--- src/rtl/aes_pkg.sv ---
// Shared types and constants for the AES-256 key schedule controller.
package aes_pkg;

    typedef logic [0:255] key256_t;
    typedef logic [0:127] rkey_t;

    localparam int AES256_NUM_RK   = 15;
    localparam int AES256_NUM_ITER = 7;

    typedef enum logic [1:0] {
        IDLE  = 2'd0,
        ISSUE = 2'd1,
        WAIT  = 2'd2,
        DONE  = 2'd3
    } ks_state_e;

endpackage

--- src/rtl/rk_buffer.sv ---
// Round-key register file: one write port (a 256-bit write fills an even entry
// and optionally the odd entry above it), one registered read port with
// zero-fill for addresses beyond the last entry.
module rk_buffer
    import aes_pkg::*;
#(
    parameter int NUM_RK = AES256_NUM_RK
) (
    input  logic           clk_i,
    input  logic           reset_n_i,
    input  logic           we_i,
    input  logic           pair_i,
    input  logic [3:0]     widx_i,
    input  logic [0:255]   wdata_i,
    input  logic           rd_v_i,
    input  logic [3:0]     rd_addr_i,
    output logic           rd_v_o,
    output logic [0:127]   rd_data_o
);

    rkey_t mem_q [NUM_RK];
    rkey_t rd_word;
    rkey_t rd_data_q;
    logic  rd_v_q;

    // Storage is deliberately not reset; widx_i is always even so |1 selects the odd partner.
    always_ff @(posedge clk_i) begin
        if (we_i) begin
            mem_q[widx_i] <= wdata_i[0:127];
            if (pair_i) begin
                mem_q[widx_i | 4'd1] <= wdata_i[128:255];
            end
        end
    end

    // Read mux with zero-fill for out-of-range indices.
    always_comb begin
        rd_word = '0;
        if (rd_addr_i < 4'(NUM_RK)) begin
            rd_word = mem_q[rd_addr_i];
        end
    end

    // Registered read; data holds when no read is requested.
    always_ff @(posedge clk_i or negedge reset_n_i) begin
        if (!reset_n_i) begin
            rd_v_q    <= 1'b0;
            rd_data_q <= '0;
        end else begin
            rd_v_q <= rd_v_i;
            if (rd_v_i) begin
                rd_data_q <= rd_word;
            end
        end
    end

    assign rd_v_o    = rd_v_q;
    assign rd_data_o = rd_data_q;

endmodule

--- src/rtl/key_schedule_ctrl.sv ---
// AES-256 key schedule sequencer. Takes one cipher key, drives the external
// round_key pipeline for NUM_ITER iterations (inputs held for RK_LATENCY+1
// cycles each), and stores the round keys in rk_buffer for indexed reads.
// Handshake: a key transfers on a rising edge where key_v_i and key_ready_o are
// both high; key_ready_o is high only in IDLE/DONE and never depends on key_v_i.
// NUM_RK is expected to equal 2*NUM_ITER+1.
module key_schedule_ctrl
    import aes_pkg::*;
#(
    parameter int RK_LATENCY = 10,
    parameter int NUM_RK     = AES256_NUM_RK,
    parameter int NUM_ITER   = AES256_NUM_ITER
) (
    input  logic           clk_i,
    input  logic           reset_n_i,
    input  logic           key_v_i,
    input  logic [0:255]   key_i,
    output logic           key_ready_o,
    output logic [0:255]   rk_k_o,
    output logic [0:3]     rk_r_o,
    input  logic [0:255]   rk_result_i,
    input  logic           rd_v_i,
    input  logic [3:0]     rd_addr_i,
    output logic           rd_v_o,
    output logic [0:127]   rd_data_o,
    output logic           keys_ready_o,
    output logic           busy_o,
    output logic [1:0]     dbg_state_o
);

    localparam int ITER_W = $clog2(NUM_ITER + 1);
    localparam int CNT_W  = $clog2(RK_LATENCY + 1);
    localparam logic [ITER_W-1:0] ITER_ONE  = ITER_W'(1);
    localparam logic [ITER_W-1:0] ITER_LAST = ITER_W'(NUM_ITER);
    localparam logic [CNT_W-1:0]  CNT_ONE   = CNT_W'(1);
    localparam logic [CNT_W-1:0]  CNT_LAST  = CNT_W'(RK_LATENCY);

    ks_state_e         state_q, state_d;
    logic [ITER_W-1:0] iter_q, iter_d;
    logic [CNT_W-1:0]  cnt_q, cnt_d;
    key256_t           rk_k_q, rk_k_d;
    logic [0:3]        rk_r_q, rk_r_d;
    logic              keys_ready_q, keys_ready_d;
    logic              busy_q, busy_d;

    logic              buf_we;
    logic              buf_pair;
    logic [3:0]        buf_widx;
    key256_t           buf_wdata;

    // Control and round_key input registers.
    always_ff @(posedge clk_i or negedge reset_n_i) begin
        if (!reset_n_i) begin
            state_q      <= IDLE;
            iter_q       <= '0;
            cnt_q        <= '0;
            rk_k_q       <= '0;
            rk_r_q       <= '0;
            keys_ready_q <= 1'b0;
            busy_q       <= 1'b0;
        end else begin
            state_q      <= state_d;
            iter_q       <= iter_d;
            cnt_q        <= cnt_d;
            rk_k_q       <= rk_k_d;
            rk_r_q       <= rk_r_d;
            keys_ready_q <= keys_ready_d;
            busy_q       <= busy_d;
        end
    end

    // Next-state logic: accept, issue, wait out the pipeline latency, capture.
    always_comb begin
        state_d      = state_q;
        iter_d       = iter_q;
        cnt_d        = cnt_q;
        rk_k_d       = rk_k_q;
        rk_r_d       = rk_r_q;
        keys_ready_d = keys_ready_q;
        busy_d       = busy_q;
        buf_we       = 1'b0;
        buf_pair     = 1'b0;
        buf_widx     = '0;
        buf_wdata    = rk_result_i;

        case (state_q)
            IDLE, DONE: begin
                if (key_v_i) begin
                    buf_we       = 1'b1;
                    buf_pair     = 1'b1;
                    buf_widx     = 4'd0;
                    buf_wdata    = key_i;
                    rk_k_d       = key_i;
                    rk_r_d       = 4'd1;
                    iter_d       = ITER_ONE;
                    keys_ready_d = 1'b0;
                    busy_d       = 1'b1;
                    state_d      = ISSUE;
                end
            end
            ISSUE: begin
                cnt_d   = CNT_ONE;
                state_d = WAIT;
            end
            WAIT: begin
                if (cnt_q == CNT_LAST) begin
                    buf_we   = 1'b1;
                    buf_widx = 4'({iter_q, 1'b0});
                    if (iter_q != ITER_LAST) begin
                        buf_pair = 1'b1;
                        rk_k_d   = rk_result_i;
                        rk_r_d   = 4'(iter_q) + 4'd1;
                        iter_d   = iter_q + ITER_ONE;
                        state_d  = ISSUE;
                    end else begin
                        // Last iteration: only the lower half is a round key.
                        keys_ready_d = 1'b1;
                        busy_d       = 1'b0;
                        state_d      = DONE;
                    end
                end else begin
                    cnt_d = cnt_q + CNT_ONE;
                end
            end
            default: state_d = IDLE;
        endcase
    end

    rk_buffer #(.NUM_RK(NUM_RK)) u_rk_buffer (
        .clk_i     (clk_i),
        .reset_n_i (reset_n_i),
        .we_i      (buf_we),
        .pair_i    (buf_pair),
        .widx_i    (buf_widx),
        .wdata_i   (buf_wdata),
        .rd_v_i    (rd_v_i),
        .rd_addr_i (rd_addr_i),
        .rd_v_o    (rd_v_o),
        .rd_data_o (rd_data_o)
    );

    // Ready is forced low while reset is held so every output reads zero in reset.
    assign key_ready_o  = reset_n_i & ((state_q == IDLE) | (state_q == DONE));
    assign rk_k_o       = rk_k_q;
    assign rk_r_o       = rk_r_q;
    assign keys_ready_o = keys_ready_q;
    assign busy_o       = busy_q;
    assign dbg_state_o  = state_q;

endmodule

--- config.mk ---
export PLATFORM = sky130hd
export DESIGN_NAME = key_schedule_ctrl
export DESIGN_NICKNAME = d
export VERILOG_FILES = /design/src/rtl/aes_pkg.sv /design/src/rtl/rk_buffer.sv /design/src/rtl/key_schedule_ctrl.sv
export SDC_FILE = /design/constraint.sdc
export NUM_CORES = 2
export LEC_CHECK = 0
export BUFFER_PORTS_ARGS = -buffer_cell sky130_fd_sc_hd__clkbuf_2
export CORE_MARGIN = 2
export CORE_UTILIZATION = 30
export DETAILED_ROUTE_END_ITERATION = 10
export SETUP_SLACK_MARGIN = 0.5
export SYNTH_ARGS = -nofsm -noshare
export SYNTH_HDL_FRONTEND = slang
export SYNTH_SLANG_ARGS = --single-unit
--- constraint.sdc ---
create_clock -name clk_i -period 33.1 [get_ports clk_i]
set_input_delay 4.965 -clock clk_i [delete_from_list [all_inputs] [get_ports clk_i]]
set_output_delay 4.965 -clock clk_i [all_outputs]
set_load 0.01 [all_outputs]
======== Word level (Yosys, flattened, before mapping) ========
Memories as Yosys holds them, arrays and structs flattened.
Cells that the tools add are included.
storage, ports and cells
  flip-flop bits (word level) ............. 400
  bits in latches ......................... 0
  memory bits (writable) .................. 1920
  memory bits (read-only) ................. 0
  bits of input ports ..................... 520
  output and inout bits ................... 394
  memories kept ........................... 1
operators by class
  $add $sub $neg .......................... 3
  multipliers ............................. 0
  divide/modulo/power cells ............... 0
  magnitude comparators ................... 1
  equal/unequal tests ..................... 10
  shift-type cells ........................ 0
  multiplexer cells ....................... 42
  bitwise gates (word level) .............. 2
  reductions and logical operators ........ 8
memory list
  memory             depth  width  read ports  clocked after Yosys merged registers in  write ports  RTL line         RTL
  u_rk_buffer.mem_q  15     128    1           0                                        2            rk_buffer.sv:21  rkey_t mem_q [NUM_RK];
operators with widths
  cell                                           count
  two-way mux 256 bit                            5
  one-hot mux 256 bit (2 select lines)           1
  two-way mux 128 bit                            1
  two-way mux 4 bit                              6
  one-hot mux 4 bit (2 select lines)             2
  two-way mux 1 bit                              15
  != test 2 bit, second input constant           5
  two-way mux 3 bit                              3
  one-hot mux 1 bit (2 select lines)             4
  AND reduction 4 bit                            2
  two-way mux 2 bit                              3
  one-hot mux 2 bit (3 select lines)             1
  one-hot mux 3 bit (2 select lines)             1
  adder 3 x 1 -> 4 bit, second input constant    1
  adder 4 x 1 -> 4 bit, second input constant    1
  == test 2 bit, second input constant           2
  == test 4 bit, second input constant           1
  < comparator 4 bit, second input constant      1
  AND reduction 2 bit                            2
  nonzero test 2 bit                             2
  adder 3 x 1 -> 3 bit, second input constant    1
  != test 3 bit, second input constant           1
  == test 2 x 1 -> 1 bit, second input constant  1
  logical NOT 2 bit                              1
  3 further kinds                                3

======== Depth between registers and ports, before layout ========
  word-level depth ........................ 7
  gate-level depth with buffers ........... 9

======== Hierarchy ========
From an unflattened synthesis, not the netlist that was laid out.
unflattened totals
  cell total of the unflattened synthesis .. 7123
  area, all modules ....................... 107588.2 um^2
by module, submodules not included
  module             times used  cells each  area each (um^2)  seq. area each (um^2)
  rk_buffer          1           5288        89219.3           60883.4
  key_schedule_ctrl  1           1835        18368.9           6706.4

======== Worst setup path after synthesis ========
Ideal clock, no wire load.
  path type ............................... flip-flop to flip-flop
  start point ............................. register state_q[0] (netlist: dbg_state_o[0])
  end point ............................... memory u_rk_buffer.mem_q[5][0] (netlist bit) (enable)
  library setup time ...................... 631 ps
  arrival ................................. 19252 ps
  required time ........................... 32469 ps
  slack ................................... 13217 ps
  cell stages (with the launch flop) ...... 9
  buffers on the path ..................... 2
  clock period less this slack ............ 19883 ps
  cell sequence ........................... dfrtp_1 > inv_1 > ha_1 > buf_2 > nand4b_1 > or2_2 > clkbuf_1 > nor4_1 > nor2b_1
RTL lines
  item                      RTL line                 RTL
  start: declaration        key_schedule_ctrl.sv:38  ks_state_e state_q, state_d;
  start signal: assignment  key_schedule_ctrl.sv:62  state_q <= state_d;
  end: declaration          rk_buffer.sv:21

======== Worst setup path after layout ========
  start point ............................. input port reset_n_i
  end point ............................... output port key_ready_o
on the way
  word-level cells in the longest chain between the ends .. 1
ends and longest elaborated chain
  item                RTL line                  RTL
  start: declaration  key_schedule_ctrl.sv:15   input logic reset_n_i,
  AND 1 bit           key_schedule_ctrl.sv:143  assign key_ready_o = reset_n_i & ((state_q == IDLE) | (state_q == DONE));
  end: declaration    key_schedule_ctrl.sv:18   output logic key_ready_o,
Every way passes these cells.

==> run metrics <==
status completed; max_slew headroom 25.9%; Synth Net Count 6276; layout cell share with drive strength beyond 1 26.6%; #FFs+latches synth 2317; cell count after synthesis 5749; Vias/cell between 5 and 6; First-pass DRT Iterations 5; Clk Tree Root Cell clkbuf_16; clock network latency to the later pin of the worst-skew pair 0.91 ns; antenna viol nets, final 0; CP Launch Type primary input; unrepaired setup endpoints after global routing no; Clock Power Share 34.2%; initial antenna violation count 15; min Tclk post-route ~11 ns; DRT Wirelength 280000 um; switch share 29.6%; CTS Hold Buffers Added 0; Critical Path End Type output pin; sequential power share between 40 and 50%; fin util 35.7%; post-CTS setup buffers 0; routed vias 55700; Max Cap Viol 0; dpl hpwl between 150000 and 200000 um; Mapped Area 93900 um^2; Setup violations, final 0; die height between 500 and 600 um; Worst VDD drop 0.0999 mV; pwr dens around 75 nW/um^2; core footprint 312000 um^2; Die ar. 318000 um^2; Layout area overhead 18.4%; wire per inst around 25 um; worst path required time 28.13 ns; Peak Freq 0.0920 GHz; Post-CTS Resized 0; fin nets about 7100; Final period util 32.8%; Worst Skew 0.0790 ns; overall routing resource usage around 17%; PortBufs 913; library cells used by synthesis 38; cell count of the worst hold path 1; register area share after synthesis 72.0%; critical-path maximum fanout 81; Crit path arrival time just under 6 ns; DRC Markers 0; Post-synth EDFFs 1920; total gr overflow 0; worst r2r src dbg_state_o[0]; Leakage roughly 0.04 uW; Mean Syn Cell Area 16.3 um^2; DIE WIDTH 564 um; Starting Density 30.1%; vias in the first global route 57100; number of I/O pins 914; Clock Sink Count 2317; clock buffer depth 4; CTS H-tree lvls 4; Reg clk slew, reported paths 0.06 ns; Slew Viols, Final 0; ys async rst share 17.1%; Worst Min Path Start u_rk_buffer.rd_data_o[116]; Synth warnings 0; final hold slack between 0.4 and 0.5 ns; DRT iter0 DRCs 4657; CTS tree yes; Net Sw Power between 2000 and 2500 uW; Internal 5830 uW; global placer's final weighted congestion 0.767; Setup CP Type primary input to output pin; Setup TNS 0 ns; Tightest Pin Transition between 1 and 1.5 ns; most used flip-flop cell after synthesis edfxtp_1; R2R cell count 9; CP startpoint reset_n_i; kind of path behind the tightest hold check register to register; first-pass GRT wire length 397000 um; Combinational Power Share about a fifth; largest net degree at the start of global routing 163; CTS Buf Count 245; Final Hold Viols 0; row cnt 205
## layout make-up
class	instances	area, um^2
fillers	29500	200000
diodes	6	15.0
multi-input cells	2892	23900
repair buffers	1025	5600
well taps	4140	5180
clock buffers	323	6650
clock inverters	141	1690
flip-flops and latches	2317	67600
inverters	138	528
## cells by family (layout without fill, tap and decap cells)
logic type / count (synthesis) / after routing / share of synthesized area [%]
flops: 2317 / 2317 / 72.0
fa+ha+maj: 7 / 7 / 0.0933
simple gates: 815 / 815 / 4.20
compound gates: 914 / 914 / 6.60
mux: 1154 / 1154 / 14.3
xor+xnor: 2 / 2 / 0.0187
other cells: 0 / 6 / 0
buf+inv: 540 / 1627 / 2.77
## sequential cells by signal, summed over array words and instances (netlist names)
| name | cells |
|---|---|
| u_rk_buffer.mem_q | 1920 |
| rk_k_o | 256 |
| u_rk_buffer.rd_data_o | 128 |
| cnt_q | 4 |
| dbg_state_o | 2 |
| iter_q | 2 |
| rk_r_o | 2 |
| busy_o | 1 |
| keys_ready_o | 1 |
| u_rk_buffer.rd_v_o | 1 |
## worst max-delay path: stages
cell,delay [ns]
buf_8,0.49
and2_1,0.22
clkbuf_2,0.12
## cells in the final DEF (no fill, tap or decap), types with 29 or more instances in the layout
cell,instances
o221ai_1,128
a211oi_1,128
dfrtp_1,397
mux4_2,128
clkinv_1,29
clkbuf_16,245
nor2_1,517
o21ai_0,134
mux2_2,256
clkinv_2,47
nor2b_1,130
a32o_1,128
inv_1,136
or4_1,129
clkbuf_1,55
mux2i_1,770
clkbuf_2,908
edfxtp_1,1920
o22ai_1,128
a21oi_1,261
buf_4,101
## cells in the mapped netlist, types with 34 or more instances
cell / count / share of area (%)
nor2_1: 518 / 2.1
mux4_2: 128 / 3.1
dfrtp_1: 397 / 11
buf_6: 34 / 0.41
buf_2: 148 / 0.79
or4_1: 129 / 1.0
a211oi_1: 128 / 1.0
mux2_2: 256 / 3.1
o22ai_1: 128 / 0.85
buf_4: 36 / 0.29
o221ai_1: 128 / 1.2
nor2b_1: 135 / 0.90
clkbuf_1: 176 / 0.70
a21oi_1: 262 / 1.4
edfxtp_1: 1920 / 61
o21ai_0: 134 / 0.71
mux2i_1: 770 / 8.2
inv_1: 138 / 0.55
a32o_1: 128 / 1.4
## worst paths after layout
kind                                                   end  slack (ns)
worst max-delay path                           key_ready_o       22.23
worst min register to register  u_rk_buffer.rd_data_o[116]        0.49
worst min-delay path            u_rk_buffer.rd_data_o[116]        0.49
worst max register to register    u_rk_buffer.mem_q[5][57]       28.05
max in group asynchronous                      rk_k_o[161]       26.27
min in group asynchronous                      rk_k_o[234]        4.00
## power groups by stage
stage	sequential, uW	combinational, uW	clock (uW)
6_report	3740	1710	2830
5_1_grt	3760	1870	3000
4_1_cts	3740	1740	2890
3_5_place_dp	3800	1740	0
3_3_place_gp	3790	1690	0
2_1_floorplan	3870	980	0
## through the flow
stage	worst slack, ns	cell area [um^2]	power [uW]	std cells
after floorplan	13.22	93900	4850	5749
after global placement	22.19	103000	5480	10500
after detailed placement	22.19	103000	5540	10500
after CTS	22.19	111000	8370	11000
after global routing	22.12	111000	8640	11000
final	22.23	111000	8280	11000
## per-layer routing
metal	GRT usage [%]	wire length [um]	vias up
li1	-	-	24200
met1	21.8	114000	28800
met2	29.0	137000	2256
met3	2.93	20000	405
met4	5.71	8750	0
met5	0	0	-
No activity file was read; power rests on OpenSTA's default activity.
